### src/rtl/vga_pkg.sv
// Shared VGA constants and enumerations used by the output-stage blocks.
package vga_pkg;

    localparam int CNT_W = 11;
    localparam int RGB_W = 12;

    typedef enum logic [1:0] {
        IDLE,
        PENDING,
        BLANKING
    } mux_state_t;

    // Screen states double as draw-layer select indices for the frame mux.
    typedef enum logic [1:0] {
        SCREEN_START = 2'd0,
        SCREEN_GAME  = 2'd1,
        SCREEN_OVER  = 2'd2
    } screen_t;

endpackage

### src/rtl/vga_src_sel.sv
// Combinational N-way picker over the packed per-source VGA buses.
module vga_src_sel #(
    parameter int N_SRC = 4,
    parameter int SEL_W = $clog2(N_SRC),
    parameter int RGB_W = vga_pkg::RGB_W,
    parameter int CNT_W = vga_pkg::CNT_W
) (
    input  logic [SEL_W-1:0]       idx_i,
    input  logic [N_SRC*CNT_W-1:0] hcount_i,
    input  logic [N_SRC*CNT_W-1:0] vcount_i,
    input  logic [N_SRC-1:0]       hsync_i,
    input  logic [N_SRC-1:0]       vsync_i,
    input  logic [N_SRC-1:0]       hblnk_i,
    input  logic [N_SRC-1:0]       vblnk_i,
    input  logic [N_SRC*RGB_W-1:0] rgb_i,
    output logic [CNT_W-1:0]       hcount_o,
    output logic [CNT_W-1:0]       vcount_o,
    output logic                   hsync_o,
    output logic                   vsync_o,
    output logic                   hblnk_o,
    output logic                   vblnk_o,
    output logic [RGB_W-1:0]       rgb_o
);

    // Out-of-range indices fall through to all-zero rather than reading past the bus.
    always_comb begin
        hcount_o = '0;
        vcount_o = '0;
        hsync_o  = 1'b0;
        vsync_o  = 1'b0;
        hblnk_o  = 1'b0;
        vblnk_o  = 1'b0;
        rgb_o    = '0;
        for (int i = 0; i < N_SRC; i++) begin
            if (idx_i == SEL_W'(i)) begin
                hcount_o = hcount_i[i*CNT_W +: CNT_W];
                vcount_o = vcount_i[i*CNT_W +: CNT_W];
                hsync_o  = hsync_i[i];
                vsync_o  = vsync_i[i];
                hblnk_o  = hblnk_i[i];
                vblnk_o  = vblnk_i[i];
                rgb_o    = rgb_i[i*RGB_W +: RGB_W];
            end
        end
    end

endmodule

### src/rtl/vga_frame_mux.sv
// Frame-synchronous N-source VGA selector with optional black transition frames.
module vga_frame_mux #(
    parameter int N_SRC        = 4,
    parameter int SEL_W        = $clog2(N_SRC),
    parameter int RGB_W        = vga_pkg::RGB_W,
    parameter int CNT_W        = vga_pkg::CNT_W,
    parameter int BLANK_FRAMES = 1
) (
    input  logic                   clk,
    input  logic                   rst,
    input  logic [SEL_W-1:0]       sel,
    input  logic [N_SRC*CNT_W-1:0] src_hcount,
    input  logic [N_SRC*CNT_W-1:0] src_vcount,
    input  logic [N_SRC-1:0]       src_hsync,
    input  logic [N_SRC-1:0]       src_vsync,
    input  logic [N_SRC-1:0]       src_hblnk,
    input  logic [N_SRC-1:0]       src_vblnk,
    input  logic [N_SRC*RGB_W-1:0] src_rgb,
    output logic [CNT_W-1:0]       out_hcount,
    output logic [CNT_W-1:0]       out_vcount,
    output logic                   out_hsync,
    output logic                   out_vsync,
    output logic                   out_hblnk,
    output logic                   out_vblnk,
    output logic [RGB_W-1:0]       out_rgb,
    output logic [SEL_W-1:0]       active_sel,
    output logic                   switching
);

    import vga_pkg::*;

    localparam int unsigned N_SRC_U = N_SRC;
    localparam int          BLANK_W = (BLANK_FRAMES < 1) ? 1 : $clog2(BLANK_FRAMES + 1);

    mux_state_t         state_q, state_d;
    logic [SEL_W-1:0]   target_q, target_d;
    logic [SEL_W-1:0]   activeSel_q, activeSel_d;
    logic [BLANK_W-1:0] blankCnt_q, blankCnt_d;

    logic               selValid;
    logic               sof;

    logic [CNT_W-1:0]   pickHcount, pickVcount;
    logic               pickHsync, pickVsync, pickHblnk, pickVblnk;
    logic [RGB_W-1:0]   pickRgb;

    logic [CNT_W-1:0]   outHcount_q, outVcount_q;
    logic               outHsync_q, outVsync_q, outHblnk_q, outVblnk_q;
    logic [RGB_W-1:0]   outRgb_q;
    logic               switching_q;

    assign selValid = (32'(sel) < N_SRC_U);

    // Start of frame is judged on the source currently on screen, not the one being switched to.
    always_comb begin
        sof = 1'b0;
        for (int i = 0; i < N_SRC; i++) begin
            if (activeSel_q == SEL_W'(i)) begin
                sof = (src_hcount[i*CNT_W +: CNT_W] == '0) &&
                      (src_vcount[i*CNT_W +: CNT_W] == '0);
            end
        end
    end

    always_comb begin
        state_d     = state_q;
        target_d    = target_q;
        activeSel_d = activeSel_q;
        blankCnt_d  = blankCnt_q;
        case (state_q)
            IDLE: begin
                if (selValid && (sel != activeSel_q)) begin
                    target_d = sel;
                    state_d  = PENDING;
                end
            end
            PENDING: begin
                if (selValid) begin
                    target_d = sel;
                end
                if (selValid && (sel == activeSel_q)) begin
                    state_d = IDLE;
                end else if (sof) begin
                    activeSel_d = target_d;
                    if (BLANK_FRAMES > 0) begin
                        state_d    = BLANKING;
                        blankCnt_d = BLANK_W'(BLANK_FRAMES);
                    end else begin
                        state_d = IDLE;
                    end
                end
            end
            BLANKING: begin
                if (selValid) begin
                    target_d = sel;
                end
                if (sof) begin
                    blankCnt_d = blankCnt_q - 1'b1;
                    if (blankCnt_q == BLANK_W'(1)) begin
                        state_d = (target_d != activeSel_q) ? PENDING : IDLE;
                    end
                end
            end
            default: begin
                state_d = IDLE;
            end
        endcase
    end

    always_ff @(posedge clk) begin
        if (rst) begin
            state_q     <= IDLE;
            target_q    <= '0;
            activeSel_q <= '0;
            blankCnt_q  <= '0;
        end else begin
            state_q     <= state_d;
            target_q    <= target_d;
            activeSel_q <= activeSel_d;
            blankCnt_q  <= blankCnt_d;
        end
    end

    // Indexed by the next committed source so the switch edge already carries the new frame's first pixel.
    vga_src_sel #(
        .N_SRC (N_SRC),
        .SEL_W (SEL_W),
        .RGB_W (RGB_W),
        .CNT_W (CNT_W)
    ) u_src_sel (
        .idx_i    (activeSel_d),
        .hcount_i (src_hcount),
        .vcount_i (src_vcount),
        .hsync_i  (src_hsync),
        .vsync_i  (src_vsync),
        .hblnk_i  (src_hblnk),
        .vblnk_i  (src_vblnk),
        .rgb_i    (src_rgb),
        .hcount_o (pickHcount),
        .vcount_o (pickVcount),
        .hsync_o  (pickHsync),
        .vsync_o  (pickVsync),
        .hblnk_o  (pickHblnk),
        .vblnk_o  (pickVblnk),
        .rgb_o    (pickRgb)
    );

    always_ff @(posedge clk) begin
        if (rst) begin
            outHcount_q <= '0;
            outVcount_q <= '0;
            outHsync_q  <= 1'b0;
            outVsync_q  <= 1'b0;
            outHblnk_q  <= 1'b0;
            outVblnk_q  <= 1'b0;
            outRgb_q    <= '0;
            switching_q <= 1'b0;
        end else begin
            outHcount_q <= pickHcount;
            outVcount_q <= pickVcount;
            outHsync_q  <= pickHsync;
            outVsync_q  <= pickVsync;
            outHblnk_q  <= pickHblnk;
            outVblnk_q  <= pickVblnk;
            outRgb_q    <= (state_d == BLANKING) ? '0 : pickRgb;
            switching_q <= (state_d != IDLE);
        end
    end

    assign out_hcount = outHcount_q;
    assign out_vcount = outVcount_q;
    assign out_hsync  = outHsync_q;
    assign out_vsync  = outVsync_q;
    assign out_hblnk  = outHblnk_q;
    assign out_vblnk  = outVblnk_q;
    assign out_rgb    = outRgb_q;
    assign active_sel = activeSel_q;
    assign switching  = switching_q;

endmodule
### config.mk
export PLATFORM = sky130hd
export DESIGN_NAME = vga_frame_mux
export DESIGN_NICKNAME = d
export VERILOG_FILES = /design/src/rtl/vga_pkg.sv /design/src/rtl/vga_src_sel.sv /design/src/rtl/vga_frame_mux.sv
export SDC_FILE = /design/constraint.sdc
export NUM_CORES = 1
export LEC_CHECK = 0
export CORE_ASPECT_RATIO = 1.4
export CORE_MARGIN = 2
export CORE_UTILIZATION = 35
export DETAILED_ROUTE_END_ITERATION = 8
export GPL_TIMING_DRIVEN = 0
export PLACE_DENSITY = 0.95
export SETUP_SLACK_MARGIN = 0.15
export SYNTH_ARGS = -nofsm -noshare
export SYNTH_HDL_FRONTEND = slang
export SYNTH_SLANG_ARGS = --single-unit
### constraint.sdc
create_clock -name clk -period 7.19 [get_ports clk]
set_input_delay 1.438 -clock clk [delete_from_list [all_inputs] [get_ports clk]]
set_output_delay 1.438 -clock clk [all_outputs]
set_load 0.03 [all_outputs]
==> results.json <==
{
  "cp-end-kind": "flip-flop",
  "ys_async_sr_fraction": 0,
  "fillers": 515,
  "grt-ovfl-total": 0,
  "post-route-period-util": 0.560,
  "r2r_setup_slack_ps": 4460,
  "synth_ff_type": "dfxtp_1",
  "leakage_nw": 1.86,
  "grt_pass1_vias": 3254,
  "remaining_drc_errors": 0,
  "viasPerCell": 5.73,
  "ant_nets": 0,
  "firstDrtPassIters": 4,
  "synth_enable_flop_cells": 0,
  "dp_hpwl_um": 8510,
  "syn_area_um2": 2360,
  "syn_nets": 407,
  "fin_crit_ps": 4030,
  "setup_violations": 0,
  "grt_max_degree": 13,
  "power-per-cell-area_nw_per_um2": 131,
  "die_area_um2": 7430,
  "syn_avg_cell_area_um2": 9.41,
  "cts_resized": 0,
  "crit_type": "input port to flip-flop",
  "tritoncts": "yes",
  "syn_to_final_growth_pct": 90.4,
  "hold_buffers": 0,
  "finalMaxSlewViolations": 0,
  "antenna_cells": 0,
  "r2r_start": "active_sel[0]",
  "skew_ps": 6.06,
  "ir_drop_v": 0.0000808,
  "synth_top_area_share": 0.373,
  "layout.nets": 609,
  "gp_congestion": 0.900,
  "synth_common_cells": "44 x dfxtp_1, 40 x o22ai_1, 39 x mux2i_1",
  "grt_pass1_wl_um": 15600,
  "coreArea_um2": 6570,
  "rsz0062_at_grt": "no",
  "post_cts_buffers": 0,
  "synth_area_leader_cell": "dfxtp_1",
  "start_kind": "input port",
  "critPathMaxStageDelay_ps": 470,
  "cts.sinks": 44,
  "critPathArrivalTime_ps": 4210,
  "rows": 35,
  "hold_end": "blankCnt_q",
  "finalWirelength_um": 10300,
  "cp_slowest_cell": "nor4_1",
  "fmax_mhz": 248,
  "synth_cell_type_count": 34,
  "wl_per_cell_um": 19.5,
  "finalHoldViolCount": 0,
  "drv_cap": 0,
  "start_util": 0.359,
  "dr_total_vias": 3024,
  "path_cells": "clkdlybuf4s50_1 > nor4_1 > nand4_1 > o22ai_1 > a22o_2 > mux2i_2 > buf_2 > mux2i_1 > a211oi_1",
  "yosysSeqAreaShare": 0.373,
  "antenna_found_initial": 0,
  "holdPathStages": 2,
  "syn_inst": 251,
  "r2r.worst_path.cells": 9,
  "outcome": "completed",
  "drive_gt1_frac": 0.0551,
  "worstMarginPinSlew_ps": 591,
  "die_y_um": 101,
  "clk_pin_slew_ps": 80,
  "power_w": 0.000590,
  "synth-seq-cells": 44,
  "dr.first_iter.drc_count": 73,
  "cts_made_buffers": 5,
  "synth_most_common_cell": "dfxtp_1",
  "insertion_delay_ps": 300,
  "crit_fanout": 10,
  "hold_path_class": "flip-flop to flip-flop",
  "clockBufferDepth": 2,
  "crit_required_ps": 7370,
  "yosysWarnings": 0,
  "hold_ws_ps": 555,
  "slew-limit-headroom": 0.606,
  "finalSetupTns_ps": 0,
  "die_w_um": 73.4,
  "grt_use_total": 0.277,
  "r2r-end": "out_vcount[7]",
  "htreeDepth": 2,
  "ys_top_cells_by_area": "dfxtp_1 37%, mux2i_1 17%, a211oi_1 12%",
  "port_buffers": 195,
  "ios": 197,
  "hold_start": "state_q[0]",
  "cts_root_buf": "clkbuf_8"
}
-- logic make-up after synthesis --
logic type                Yosys count  synth area share
DFF                                44             0.373
and+or+nand+nor                    46             0.109
AOI/OAI and AO/OA                  90             0.267
xor gates and xnor gates            2           0.00742
muxes                              41             0.176
buffers and inverters              28            0.0678
-- registers in the layout, summed over array words and instances, names as in the netlist --
register    cells
out_vcount     11
active_sel      2
out_rgb        12
out_hblnk       1
state_q         2
out_vsync       1
blankCnt_q      1
out_hsync       1
out_vblnk       1
switching       1
out_hcount     11
-- critical path: cells and delay by family --
family	cells	cell delay, ps
AOI/OAI and AO/OA	3	940
buffers and inverters	2	780
muxes	2	410
and+or+nand+nor	2	620
-- report_power, final --
group          leakage (nW)  switching (W)  total, W  internal (W)
clock                0.0455      0.0000826  0.000161     0.0000785
combinational          1.45      0.0000653  0.000170      0.000105
sequential            0.366     0.00000362  0.000259      0.000256
-- layer usage --
layer,routed length [um],global-route usage,vias up
li1,-,-,1416
met4,541,0.165,0
met5,0,0,-
met3,770,0.0627,43
met2,5460,0.505,165
met1,3540,0.280,1400
-- cell type report --
cell class                 count  area [um2]  share of cell area
timing repair buffer         195        1950               0.434
tap                           74        92.6              0.0206
multi-input combinational    179        1320               0.294
sequential                    44         881               0.196
clock buffer                   8        90.1              0.0200
buffer                        23         141              0.0315
inverter                       5        18.8             0.00417
-- worst max path at each step --
stage / from / to / slack (ps) / cells after the start
after floorplan: src_hcount[11] / out_hcount[0] / 3910 / 9
after global placement: src_hcount[21] / out_vcount[7] / 2980 / 9
after detailed placement: src_hcount[10] / out_vcount[7] / 2860 / 9
after CTS: src_hcount[10] / out_vcount[7] / 3150 / 9
after global routing: src_hcount[10] / out_vcount[7] / 3030 / 9
final: src_hcount[10] / out_vcount[7] / 3160 / 9
-- through the flow --
step / utilization / cells / cell area [um2] / setup WS [ps]
4_1_cts: 0.684 / 528 / 4500 / 3150
3_3_place_gp: 0.671 / 520 / 4410 / 2980
3_5_place_dp: 0.671 / 520 / 4410 / 2860
2_1_floorplan: - / 251 / 2360 / 3910
6_report: 0.684 / 528 / 4500 / 3160
5_1_grt: 0.684 / 528 / 4500 / 3030
-- layout by cell type (no fill, tap or decap), types with 6 or more instances in the layout --
master	instances
clkdlybuf4s50_1	195
dfxtp_1	44
o22ai_1	40
mux2i_1	39
a211oi_1	38
nor4_1	18
clkbuf_1	8
nor2_1	7
buf_4	7
clkbuf_8	6
No activity file was read; power rests on OpenSTA's default activity.
